`config.mk`:
```
export PLATFORM = sky130hd
export DESIGN_NAME = bitwise_logic_pipe
export DESIGN_NICKNAME = d
export VERILOG_FILES = /design/src/rtl/bitwise_logic_pipe.sv
export SDC_FILE = /design/constraint.sdc
export NUM_CORES = 1
export LEC_CHECK = 0
export BUFFER_PORTS_ARGS = -buffer_cell sky130_fd_sc_hd__buf_4
export CAP_MARGIN = 20
export CORE_MARGIN = 2
export CORE_UTILIZATION = 55
export DETAILED_ROUTE_END_ITERATION = 12
export GPL_ROUTABILITY_DRIVEN = 0
export HOLD_SLACK_MARGIN = 0.06
export PLACE_DENSITY = 0.8
export SETUP_SLACK_MARGIN = 0.05
export SYNTH_ARGS = -nofsm -noshare
export SYNTH_HDL_FRONTEND = slang
export SYNTH_SLANG_ARGS = --single-unit
```
`constraint.sdc`:
```
create_clock -name clk -period 5.7 [get_ports clk]
set_input_delay 0.57 -clock clk [delete_from_list [all_inputs] [get_ports clk]]
set_output_delay 0.57 -clock clk [all_outputs]
set_load 0.005 [all_outputs]
```
`src/rtl/bitwise_logic_pipe.sv`:
```
// Two-stage pipelined bitwise logic unit (AND/OR/XOR/NAND) with an optional
// accumulate mode. Each result can feed the next beat in place of operand B.
// Valid/ready handshakes on both sides and a wrapping output beat counter.
//
// Handshake rule (both ports): a beat transfers on a rising edge where
// valid & ready are both high. The producer holds valid and its payload
// stable until that transfer. ready may depend on the consumer's ready,
// but never on the producer's valid.
module bitwise_logic_pipe #(
  parameter int WIDTH = 8,
  parameter int CW    = 8
) (
  input  logic             clk,
  input  logic             rst,
  input  logic             in_valid,
  output logic             in_ready,
  input  logic [WIDTH-1:0] a,
  input  logic [WIDTH-1:0] b,
  input  logic [1:0]       op,
  input  logic             acc_en,
  output logic             out_valid,
  input  logic             out_ready,
  output logic [WIDTH-1:0] out,
  output logic             out_zero,
  output logic [CW-1:0]    beats
);

  localparam logic [1:0] OP_AND  = 2'b00;
  localparam logic [1:0] OP_OR   = 2'b01;
  localparam logic [1:0] OP_XOR  = 2'b10;
  localparam logic [1:0] OP_NAND = 2'b11;

  // Stage 1 holding register
  logic             s1_valid;
  logic [WIDTH-1:0] s1_a;
  logic [WIDTH-1:0] s1_b;
  logic [1:0]       s1_op;
  logic             s1_acc_en;

  // Running result used in place of B when accumulating
  logic [WIDTH-1:0] acc_reg;

  // Pipeline control
  logic             s2_free;
  logic             s1_move;
  logic             in_fire;
  logic             out_fire;

  // Stage 2 datapath
  logic [WIDTH-1:0] bb;
  logic [WIDTH-1:0] r;

  // Advance control: S2 frees when it is empty or its beat is being taken.
  // in_ready therefore sees out_ready combinationally, but never in_valid.
  always_comb begin
    s2_free  = !out_valid || out_ready;
    s1_move  = s1_valid && s2_free;
    in_ready = !s1_valid || s1_move;
    in_fire  = in_valid && in_ready;
    out_fire = out_valid && out_ready;
  end

  // Select operand B, then apply the operation that was latched with the beat
  always_comb begin
    bb = s1_acc_en ? acc_reg : s1_b;
    r  = '0;
    unique case (s1_op)
      OP_AND:  r = s1_a & bb;
      OP_OR:   r = s1_a | bb;
      OP_XOR:  r = s1_a ^ bb;
      OP_NAND: r = ~(s1_a & bb);
      default: r = '0;
    endcase
  end

  // Stage 1: capture the operand beat on an input handshake.
  // The slot empties when its beat moves on and nothing new arrives.
  always_ff @(posedge clk or posedge rst) begin
    if (rst) begin
      s1_valid  <= 1'b0;
      s1_a      <= '0;
      s1_b      <= '0;
      s1_op     <= OP_AND;
      s1_acc_en <= 1'b0;
    end else if (in_fire) begin
      s1_valid  <= 1'b1;
      s1_a      <= a;
      s1_b      <= b;
      s1_op     <= op;
      s1_acc_en <= acc_en;
    end else if (s1_move) begin
      s1_valid  <= 1'b0;
    end
  end

  // Stage 2: load the result. The accumulator follows every load, so an
  // accumulate beat always chains from the previous transferred beat.
  always_ff @(posedge clk or posedge rst) begin
    if (rst) begin
      out_valid <= 1'b0;
      out       <= '0;
      out_zero  <= 1'b1;
      acc_reg   <= '0;
    end else if (s1_move) begin
      out_valid <= 1'b1;
      out       <= r;
      out_zero  <= (r == '0);
      acc_reg   <= r;
    end else if (out_ready) begin
      out_valid <= 1'b0;
    end
  end

  // Count completed output handshakes; wraps naturally at 2^CW
  always_ff @(posedge clk or posedge rst) begin
    if (rst) begin
      beats <= '0;
    end else if (out_fire) begin
      beats <= beats + CW'(1);
    end
  end

endmodule
```
==> run_results.csv <==
group,metric,value,unit
status,status,"finished clean",
critical_path,worstPathArrival,2.42,ns
yosys,synth_top_family_by_area,"multiplexers",
layout,antennaDiodeCount,0,
drt,routedWlPerCell,14.2,um
global_routing,grt_max_degree,39,
critical_path,slowest_delay,0.64,ns
pwr,leakage,0.00127,uW
yosys,synth.top_cell.area_share,44.3,%
floorplan,initial_core_util,57.0,%
timing,hold_viol,0,
yosys,ys_ff_latch,38,
global_routing,grt_pass1_wl,6340,um
critical_path,cpLargestDelayFamily,"multiplexers",
critical_path,cpMostUsedCell,"mux2i_1",
global_routing,grtUsageTotal,19.8,%
critical_path,crit_buf_inv,0,
global_routing,antenna_found_initial,0,
timing,tightest_slew,0.838,ns
clocking,cts_resized,0,
timing,hold_ws,0.394,ns
timing,period_needed,2.23,ns
floorplan,die_w,65.6,um
drt,num_vias,1388,
yosys,ys_seq_area_share,45.6,%
yosys,synth.area.top_cells,"dfrtp_1, mux2_2, mux2i_1",
global_routing,grt_pass1_vias,1427,
clocking,numCtsBuffers,5,
timing,finalCritPeriodShare,39.1,%
clocking,cts-htree-levels,2,
yosys,yosys_warnings,0,
layout,fillers,256,
drt,drt_iter0_drc,29,
clocking,clk_pin_slew,0.07,ns
yosys,synth.area.mux_share,26.4,%
clocking,root_buffer,"clkbuf_8",
drt,routed_via_density,5.24,
layout,nNetsFinal,257,
clocking,cts.path.max_buffers,2,
yosys,synth_area,2090,um^2
yosys,synth_edf_count,0,
hold_path,hold_class,"in2async",
critical_path,reg2reg_depth,6,
drt,route.detailed.drc,0,
drt,final_antenna_net_count,0,
critical_path,slowest_stage,"dfrtp_1",
drt,firstDrtPassIters,4,
floorplan,die_area,4310,um^2
yosys,synth_xor_area_share,2.94,%
pwr,power_density,357,nW/um^2
timing,clock_skew,0.00700,ns
floorplan,die_y,65.6,um
yosys,synthSimpleGateAreaFrac,6.53,%
critical_path,r2r_slack,3.47,ns
yosys,synth_compound_area_share,3.18,%
critical_path,crit_fanout,9,
timing,rsz0062_at_grt,"no",
timing,setup_viol,0,
layout,area_growth,19.5,%
critical_path,crit_chain,"mux2i_1, ha_1, mux2_1, mux2i_1, nand4_1, o41ai_2",
yosys,synth.top_cells.by_count,"dfrtp_1, mux2_2, mux2i_1",
critical_path,r2r_end,"out_zero$_DFFE_PP1P_",
clocking,tritoncts,"yes",
critical_path,cp-end-kind,"flop",
layout,drive_gt1_share,35.5,%
yosys,synthCells,174,
timing,slew-limit-headroom,44.1,%
yosys,synth.net_count,214,
placement,hpwl,2790,um
timing,setup_tns,0,ns
pwr,ir_worst_vdd,246,uV
yosys,yosysMostFrequentCell,"dfrtp_1",
yosys,ys_types,29,
yosys,synth_top_cell_by_area,"dfrtp_1",
timing,drv_slew,0,
drt,wl,3750,um
clocking,clock_sinks,38,
critical_path,r2r-start,"s1_acc_en$_DFFE_PP0P_",
clocking,clock_latency,0.29,ns
critical_path,crit_path_start_kind,"flop",
yosys,syn_avg_cell_area,12.0,um^2
floorplan,rows,22,
critical_path,critical_path_class,"reg2reg",
floorplan,core,3660,um^2
yosys,synth-async-reset-ratio,100,%
layout,finalCoreUtilization,68.1,%
global_routing,gr-total-overflow,0,
clocking,postCtsSetupBuffers,0,
yosys,synth_ff_type,"dfrtp_1",
yosys,synth-adder-area-share,10.2,%
job,drv_cap,0,
floorplan,io_pins,42,
timing,clock.fmax,0.449,GHz
placement,port_buffers,41,
clocking,holdBufCountCts,0,
critical_path,crit_required,5.90,ns
-- placed cells by master (no fill, tap or decap), drive strengths merged --
master,instances
mux2i,22
o41ai,1
and3,1
nor2,2
clkbuf,7
dfrtp,37
nor2b,3
nand2,13
dfstp,1
xnor2,5
nand3,5
buf,42
xor2,2
mux2,29
o21a,1
a211oi,1
a21oi,1
o21ai,6
nand2b,2
nand4,1
or2,1
inv,17
ha,17
-- cell families after synthesis --
group | count (synthesis)
and+or+nand+nor | 28
buffers and inverters | 23
AOI/OAI and AO/OA | 10
adders and majority gates | 17
DFF | 38
xor gates and xnor gates | 7
muxes | 51
-- layout make-up --
class	instances	area [um^2]	area share [%]
repair buffers	42	315	12.6
clock buffers	7	76.3	3.06
well taps	48	60.1	2.41
inverters	17	63.8	2.56
multi-input cells	113	1030	41.2
flip-flops and latches	38	952	38.2
-- through the flow --
stage / instances / worst slack (ns) / cell area, um^2 / total power (uW)
final: 265 / 3.47 / 2490 / 890
after global routing: 265 / 3.28 / 2490 / 957
after CTS: 265 / 3.47 / 2490 / 902
after detailed placement: 258 / 3.46 / 2420 / 729
after global placement: 258 / 3.52 / 2420 / 706
after floorplan: 174 / 3.60 / 2090 / 597
-- power by group --
part	total, uW	switching, uW	internal [uW]
clock network	168	84.0	84.1
logic	310	128	182
registers	411	76.0	335
total	890	288	601
-- per-layer routing --
layer  track usage [%]  up-vias  wire [um]
li1                  -      674          -
met1              23.9      677       1670
met2              33.1       31       1860
met3              5.82        6        171
met4              7.55        0         51
met5                 0        -          0
-- worst min-delay path: cells and delay by family --
family   cells  cell delay (ns)
buf+inv      3             0.54
-- worst max-delay path by stage --
stage / start / end / slack, ns / depth (start not counted)
6_report: s1_acc_en$_DFFE_PP0P_ / out_zero$_DFFE_PP1P_ / 3.47 / 6
5_1_grt: s1_acc_en$_DFFE_PP0P_ / out_zero$_DFFE_PP1P_ / 3.28 / 6
4_1_cts: s1_acc_en$_DFFE_PP0P_ / out_zero$_DFFE_PP1P_ / 3.47 / 6
3_5_place_dp: s1_acc_en$_DFFE_PP0P_ / out_zero$_DFFE_PP1P_ / 3.46 / 6
3_3_place_gp: s1_acc_en$_DFFE_PP0P_ / out_zero$_DFFE_PP1P_ / 3.52 / 6
2_1_floorplan: s1_acc_en$_DFFE_PP0P_ / out_zero$_DFFE_PP1P_ / 3.60 / 7
Power figures use the tool's default switching activity.
